`src/rtl/sr_latch_driver.sv`:
```
// -----------------------------------------------------------------------------
// sr_latch_driver
//
// Synchronous command stage in front of an active-low SR latch. Single-cycle
// set/clear requests become timed drive pulses on the latch s/r pins. After
// the pulse and an optional settle window, the latch q is read back and the
// result is reported.
//
// The pins are active-low: s=1/r=1 holds, s=0 clears q, r=0 sets q. s=0/r=0
// is forbidden. At most one pin is ever pulled low, and reset releases both.
//
// Parameters
//   PULSE_CYC   cycles the selected pin is held low (1..255)
//   SETTLE_CYC  cycles both pins are held high before q is checked
//               (0..255; 0 goes straight from the pulse to the check)
//
// Ports
//   clk       system clock, rising edge
//   rst       synchronous reset, active-high
//   set_req   request q=1 (sampled only while idle)
//   clr_req   request q=0 (sampled only while idle)
//   q_fb      latch q feedback, already synchronous to clk
//   s_out     registered drive for latch s (low = clear)
//   r_out     registered drive for latch r (low = set)
//   busy      high while a command is in progress
//   done      one-cycle pulse when a command (or a no-op) completes
//   err       q_fb differed from the target at check; held until the next
//             accepted command or reset
//   conflict  one-cycle pulse when both requests are high while idle
// -----------------------------------------------------------------------------
module sr_latch_driver #(
    parameter int PULSE_CYC  = 4,
    parameter int SETTLE_CYC = 2
) (
    input  logic clk,
    input  logic rst,
    input  logic set_req,
    input  logic clr_req,
    input  logic q_fb,
    output logic s_out,
    output logic r_out,
    output logic busy,
    output logic done,
    output logic err,
    output logic conflict
);

    // Counter reload values. The counter counts down to zero, so a window of
    // N cycles is loaded with N-1.
    localparam logic [7:0] PULSE_LD  = 8'(PULSE_CYC - 1);
    localparam logic [7:0] SETTLE_LD = (SETTLE_CYC == 0) ? 8'd0 : 8'(SETTLE_CYC - 1);

    typedef enum logic [1:0] {
        IDLE   = 2'd0,
        DRIVE  = 2'd1,
        SETTLE = 2'd2,
        CHECK  = 2'd3
    } state_t;

    state_t     state_reg, state_next;
    logic [7:0] cnt_reg, cnt_next;
    logic       tgt_reg, tgt_next;
    logic       s_reg, s_next;
    logic       r_reg, r_next;
    logic       busy_reg, busy_next;
    logic       done_reg, done_next;
    logic       err_reg, err_next;
    logic       conflict_reg, conflict_next;

    // -------------------------------------------------------------------------
    // State and output registers
    // -------------------------------------------------------------------------
    always_ff @(posedge clk) begin
        if (rst) begin
            state_reg    <= IDLE;
            cnt_reg      <= 8'd0;
            tgt_reg      <= 1'b0;
            s_reg        <= 1'b1;
            r_reg        <= 1'b1;
            busy_reg     <= 1'b0;
            done_reg     <= 1'b0;
            err_reg      <= 1'b0;
            conflict_reg <= 1'b0;
        end else begin
            state_reg    <= state_next;
            cnt_reg      <= cnt_next;
            tgt_reg      <= tgt_next;
            s_reg        <= s_next;
            r_reg        <= r_next;
            busy_reg     <= busy_next;
            done_reg     <= done_next;
            err_reg      <= err_next;
            conflict_reg <= conflict_next;
        end
    end

    // -------------------------------------------------------------------------
    // Next-state and next-output logic
    // -------------------------------------------------------------------------
    always_comb begin
        state_next    = state_reg;
        cnt_next      = cnt_reg;
        tgt_next      = tgt_reg;
        s_next        = s_reg;
        r_next        = r_reg;
        err_next      = err_reg;
        done_next     = 1'b0;
        conflict_next = 1'b0;

        case (state_reg)
            IDLE: begin
                if (set_req && clr_req) begin
                    conflict_next = 1'b1;
                end else if (set_req || clr_req) begin
                    // With exactly one request high, set_req is the target.
                    err_next = 1'b0;
                    if (set_req == q_fb) begin
                        // Latch is already where it should be: report done
                        // without touching the pins.
                        done_next = 1'b1;
                    end else begin
                        tgt_next   = set_req;
                        state_next = DRIVE;
                        cnt_next   = PULSE_LD;
                        // Pull exactly one pin low. A set drives r low and a
                        // clear drives s low, so both can never be low.
                        s_next     = set_req;
                        r_next     = ~set_req;
                    end
                end
            end

            DRIVE: begin
                if (cnt_reg == 8'd0) begin
                    s_next = 1'b1;
                    r_next = 1'b1;
                    if (SETTLE_CYC == 0) begin
                        state_next = CHECK;
                        cnt_next   = 8'd0;
                    end else begin
                        state_next = SETTLE;
                        cnt_next   = SETTLE_LD;
                    end
                end else begin
                    cnt_next = cnt_reg - 8'd1;
                end
            end

            SETTLE: begin
                if (cnt_reg == 8'd0) begin
                    state_next = CHECK;
                end else begin
                    cnt_next = cnt_reg - 8'd1;
                end
            end

            CHECK: begin
                done_next  = 1'b1;
                err_next   = (q_fb != tgt_reg);
                state_next = IDLE;
            end

            default: begin
                state_next = IDLE;
                s_next     = 1'b1;
                r_next     = 1'b1;
            end
        endcase

        // busy is registered alongside the state so it tracks the state exactly.
        busy_next = (state_next != IDLE);
    end

    assign s_out    = s_reg;
    assign r_out    = r_reg;
    assign busy     = busy_reg;
    assign done     = done_reg;
    assign err      = err_reg;
    assign conflict = conflict_reg;

endmodule

```
`config.mk`:
```
export PLATFORM = sky130hd
export DESIGN_NAME = sr_latch_driver
export DESIGN_NICKNAME = d
export VERILOG_FILES = /design/src/rtl/sr_latch_driver.sv
export SDC_FILE = /design/constraint.sdc
export NUM_CORES = 1
export LEC_CHECK = 0
export ABC_AREA = 1
export BUFFER_PORTS_ARGS = -buffer_cell sky130_fd_sc_hd__buf_2
export CORE_ASPECT_RATIO = 1.2
export CORE_MARGIN = 2
export CORE_UTILIZATION = 55
export DETAILED_ROUTE_END_ITERATION = 16
export PLACE_DENSITY = 0.72
export SLEW_MARGIN = 5
export SYNTH_ARGS = -nofsm -noshare
export SYNTH_HDL_FRONTEND = slang
export SYNTH_SLANG_ARGS = --single-unit
export TNS_END_PERCENT = 5
```
`constraint.sdc`:
```
create_clock -name clk -period 1.8 [get_ports clk]
set_input_delay 0.09 -clock clk [delete_from_list [all_inputs] [get_ports clk]]
set_output_delay 0.09 -clock clk [all_outputs]
set_load 0.05 [all_outputs]
```
==> flow_metrics.tcl <==
set metrics [dict create \
    area_growth_pct 9.20 \
    diodes 0 \
    clk_latency_ns 0.29 \
    port_buffers 10 \
    firstDrtPassIters 4 \
    multi_input_area_um2 612 \
    hold_violations 0 \
    fillers 177 \
    yosys_register_bits 17 \
    worstPathArrival_ns 1.83 \
    rrSetupSlack_ns 0.15 \
    drive_gt1_frac 0.218 \
    crit_path_end "cnt_reg[0]$_SDFFE_PP0P_" \
    rr_worst_depth 10 \
    io_pins 11 \
    antenna_found_initial 0 \
    skew_ns 0.00565 \
    design_area_um2 1160 \
    clock_sinks 17 \
    layout_min_cycle_time_ns 1.65 \
    core_area_um2 1830 \
    synth.distinct_cells 25 \
    path_cells "inv_1, ha_1, nand2_1, nand2_1, inv_2, nand2_2, nor2_4, clkinv_1, nor2_1, a21oi_1" \
    cp.required_ns 1.98 \
    timing.critical_path.from "state_reg[0]$_SDFF_PP0_" \
    drt_iter0_drc 21 \
    worst-path-max-fanout 5 \
    dp_hpwl_um 1660 \
    critPathLaunchType "flop" \
    rows 17 \
    cp-end-kind "flop" \
    grt_pass1_vias 922 \
    routed_wl_um 2040 \
    crit_slowest_cell "dfxtp_1" \
    synth_top_cell_by_area "dfxtp_1" \
    rsz0062_at_grt "no" \
    drv_cap 0 \
    yosys-top-cells-area "dfxtp_1, nand2_1, ha_1, inv_1, a21oi_1" \
    place_congestion 0.819 \
    die_h_um 52.1 \
    path_clk_slew_ns 0.10 \
    htree_levels 1 \
    crit_top_cell "nand2_1" \
    r2r_start "state_reg[0]$_SDFF_PP0_" \
    fin_tns_setup_ns 0 \
    status "finished clean" \
    syn-instance-count 152 \
    finalSetupViolations 0 \
    die_x_um 44.1 \
    viasPerCell 5.11 \
    slew_headroom 0.803 \
    cts_tree "done" \
    grt_first_pass_wirelength_um 3570 \
    seq_area_um2 340 \
    grt_max_degree 12 \
    clockBufferDepth 2 \
    syn_nets 165 \
    drv_slew 0 \
    grt_util_all_layers 0.206 \
    synth_area_um2 1060 \
    timing.rr.end "cnt_reg[0]$_SDFFE_PP0P_" \
    drtAntennaViolNets 0 \
    overflow 0 \
    cts-buffers-inserted 3 \
    fmax_ghz 0.607 \
    max_stage_delay_ns 0.39 \
    syn_area_per_cell_um2 6.98 \
    post-route-period-util 0.915 \
    nNetsFinal 179 \
    max_slew.worst_pin.slew_ns 0.293 \
    ys_seq_area_frac 0.321 \
    hold_path_class "in2reg" \
    path_class "reg2reg" \
    ir_drop_mv 0.934 \
    power_density_nw_per_um2 1760 \
    root_buffer "clkbuf_4" \
    dpl_cell_area_um2 1130 \
    drc_errors 0 \
    p_leak_uw 0.000592 \
    die_area_um2 2300 \
    start_util 0.580 \
    yosysWarnings 0 \
    vias 941 \
    wl_per_cell_um 11.1 \
    largest_register_ffs 8 \
    synth.top_cell.area_share 0.321 \
]
worst max-delay path: cells and delay by family (launching register included):
kind            cells  cell delay (ns)
buf+inv             3             0.31
fa+ha+maj           1             0.28
flops               1             0.39
compound gates      1             0.09
simple gates        5             0.48
per-layer routing:
metal  GRT usage  share of wire  vias to the layer above
met5           0              0                        -
met4      0.0758          0.019                        0
met3      0.0313          0.015                        5
met2       0.390           0.53                       10
met1       0.222           0.43                      427
li1            -              -                      499
Yosys cell counts, drive strengths merged:
library cell,instances
a21o,1
a21oi,12
a31oi,1
buf,1
clkbuf,1
clkinv,2
dfxtp,17
ha,8
inv,24
nand2,44
nand3,11
nor2,16
nor3,1
o211ai,2
o21ai,4
o22ai,1
o311a,1
xnor2,4
xor2,1
worst min-delay path by stage:
stage          cells after the start                 endpoint  slack [ns]     from
5_1_grt                            2     tgt_reg$_SDFFE_PP0P_        0.06      rst
3_3_place_gp                       2  cnt_reg[6]$_SDFFE_PP0P_        0.37      rst
3_5_place_dp                       2     tgt_reg$_SDFFE_PP0P_        0.37      rst
4_1_cts                            2  cnt_reg[7]$_SDFFE_PP0P_        0.05      rst
2_1_floorplan                      2     tgt_reg$_SDFFE_PP0P_        0.25  set_req
6_report                           2  cnt_reg[7]$_SDFFE_PP0P_        0.05      rst
where the power goes:
group          internal [uW]  leakage [uW]  switching, uW
logic                    431      0.000435            847
clock network           82.8     0.0000177            124
registers                483      0.000139           72.1
total                    997      0.000592           1040
metrics by stage:
step | cells | total power (uW) | hold WS [ns] | worst slack [ns] | utilization
final | 184 | 2040 | 0.0523 | 0.154 | 0.633
after global placement | 180 | 1810 | 0.367 | 0.232 | 0.616
after floorplan | 152 | 1620 | 0.254 | 0.309 | -
after CTS | 184 | 2050 | 0.0451 | 0.143 | 0.631
after detailed placement | 180 | 1830 | 0.366 | 0.161 | 0.616
after global routing | 184 | 2250 | 0.0555 | 0.0112 | 0.633
cell families (layout without fill, tap and decap cells):
logic type	after synthesis	count (layout)	share of synthesized area
xor+xnor	5	5	0.0413
buf+inv	28	41	0.106
flops	17	17	0.321
fa+ha+maj	8	8	0.0943
simple gates	72	72	0.316
compound gates	22	22	0.121
final cells by class:
type	count	area share
clock buffer	3	0.0194
clock inverter	1	0.00432
inverter	26	0.0842
multi-input combinational	107	0.528
sequential	17	0.294
tap	19	0.0205
timing repair buffer	11	0.0497
timing repair:
action,CTS,global route
resized for setup,0,1
hold endpoints to repair,0,0
buffers inserted,0,0
endpoints found under the setup margin,0,3
hold buffers,0,0
placed cells by master (no fill, tap or decap):
cell      Yosys  routed
a21oi_2       0       1
inv_2         5       5
ha_1          8       8
o21ai_2       1       1
nor2_1       12      12
o22ai_1       1       1
dfxtp_1      17      17
inv_1        19      19
nand2_2       9       9
a21o_1        1       1
nand2_1      34      34
xor2_1        1       1
nand3_1      11      11
nor2_2        2       2
buf_2         0      10
xnor2_1       4       4
o211ai_1      2       2
nand2_4       1       1
a21oi_1      12      11
clkinv_1      2       2
buf_4         0       1
nor2_4        2       2
a31oi_1       1       1
nor3_1        1       1
o21ai_1       3       3
clkbuf_4      0       3
o311a_1       1       1
clkinv_2      0       1
No activity file was read; power rests on OpenSTA's default activity.
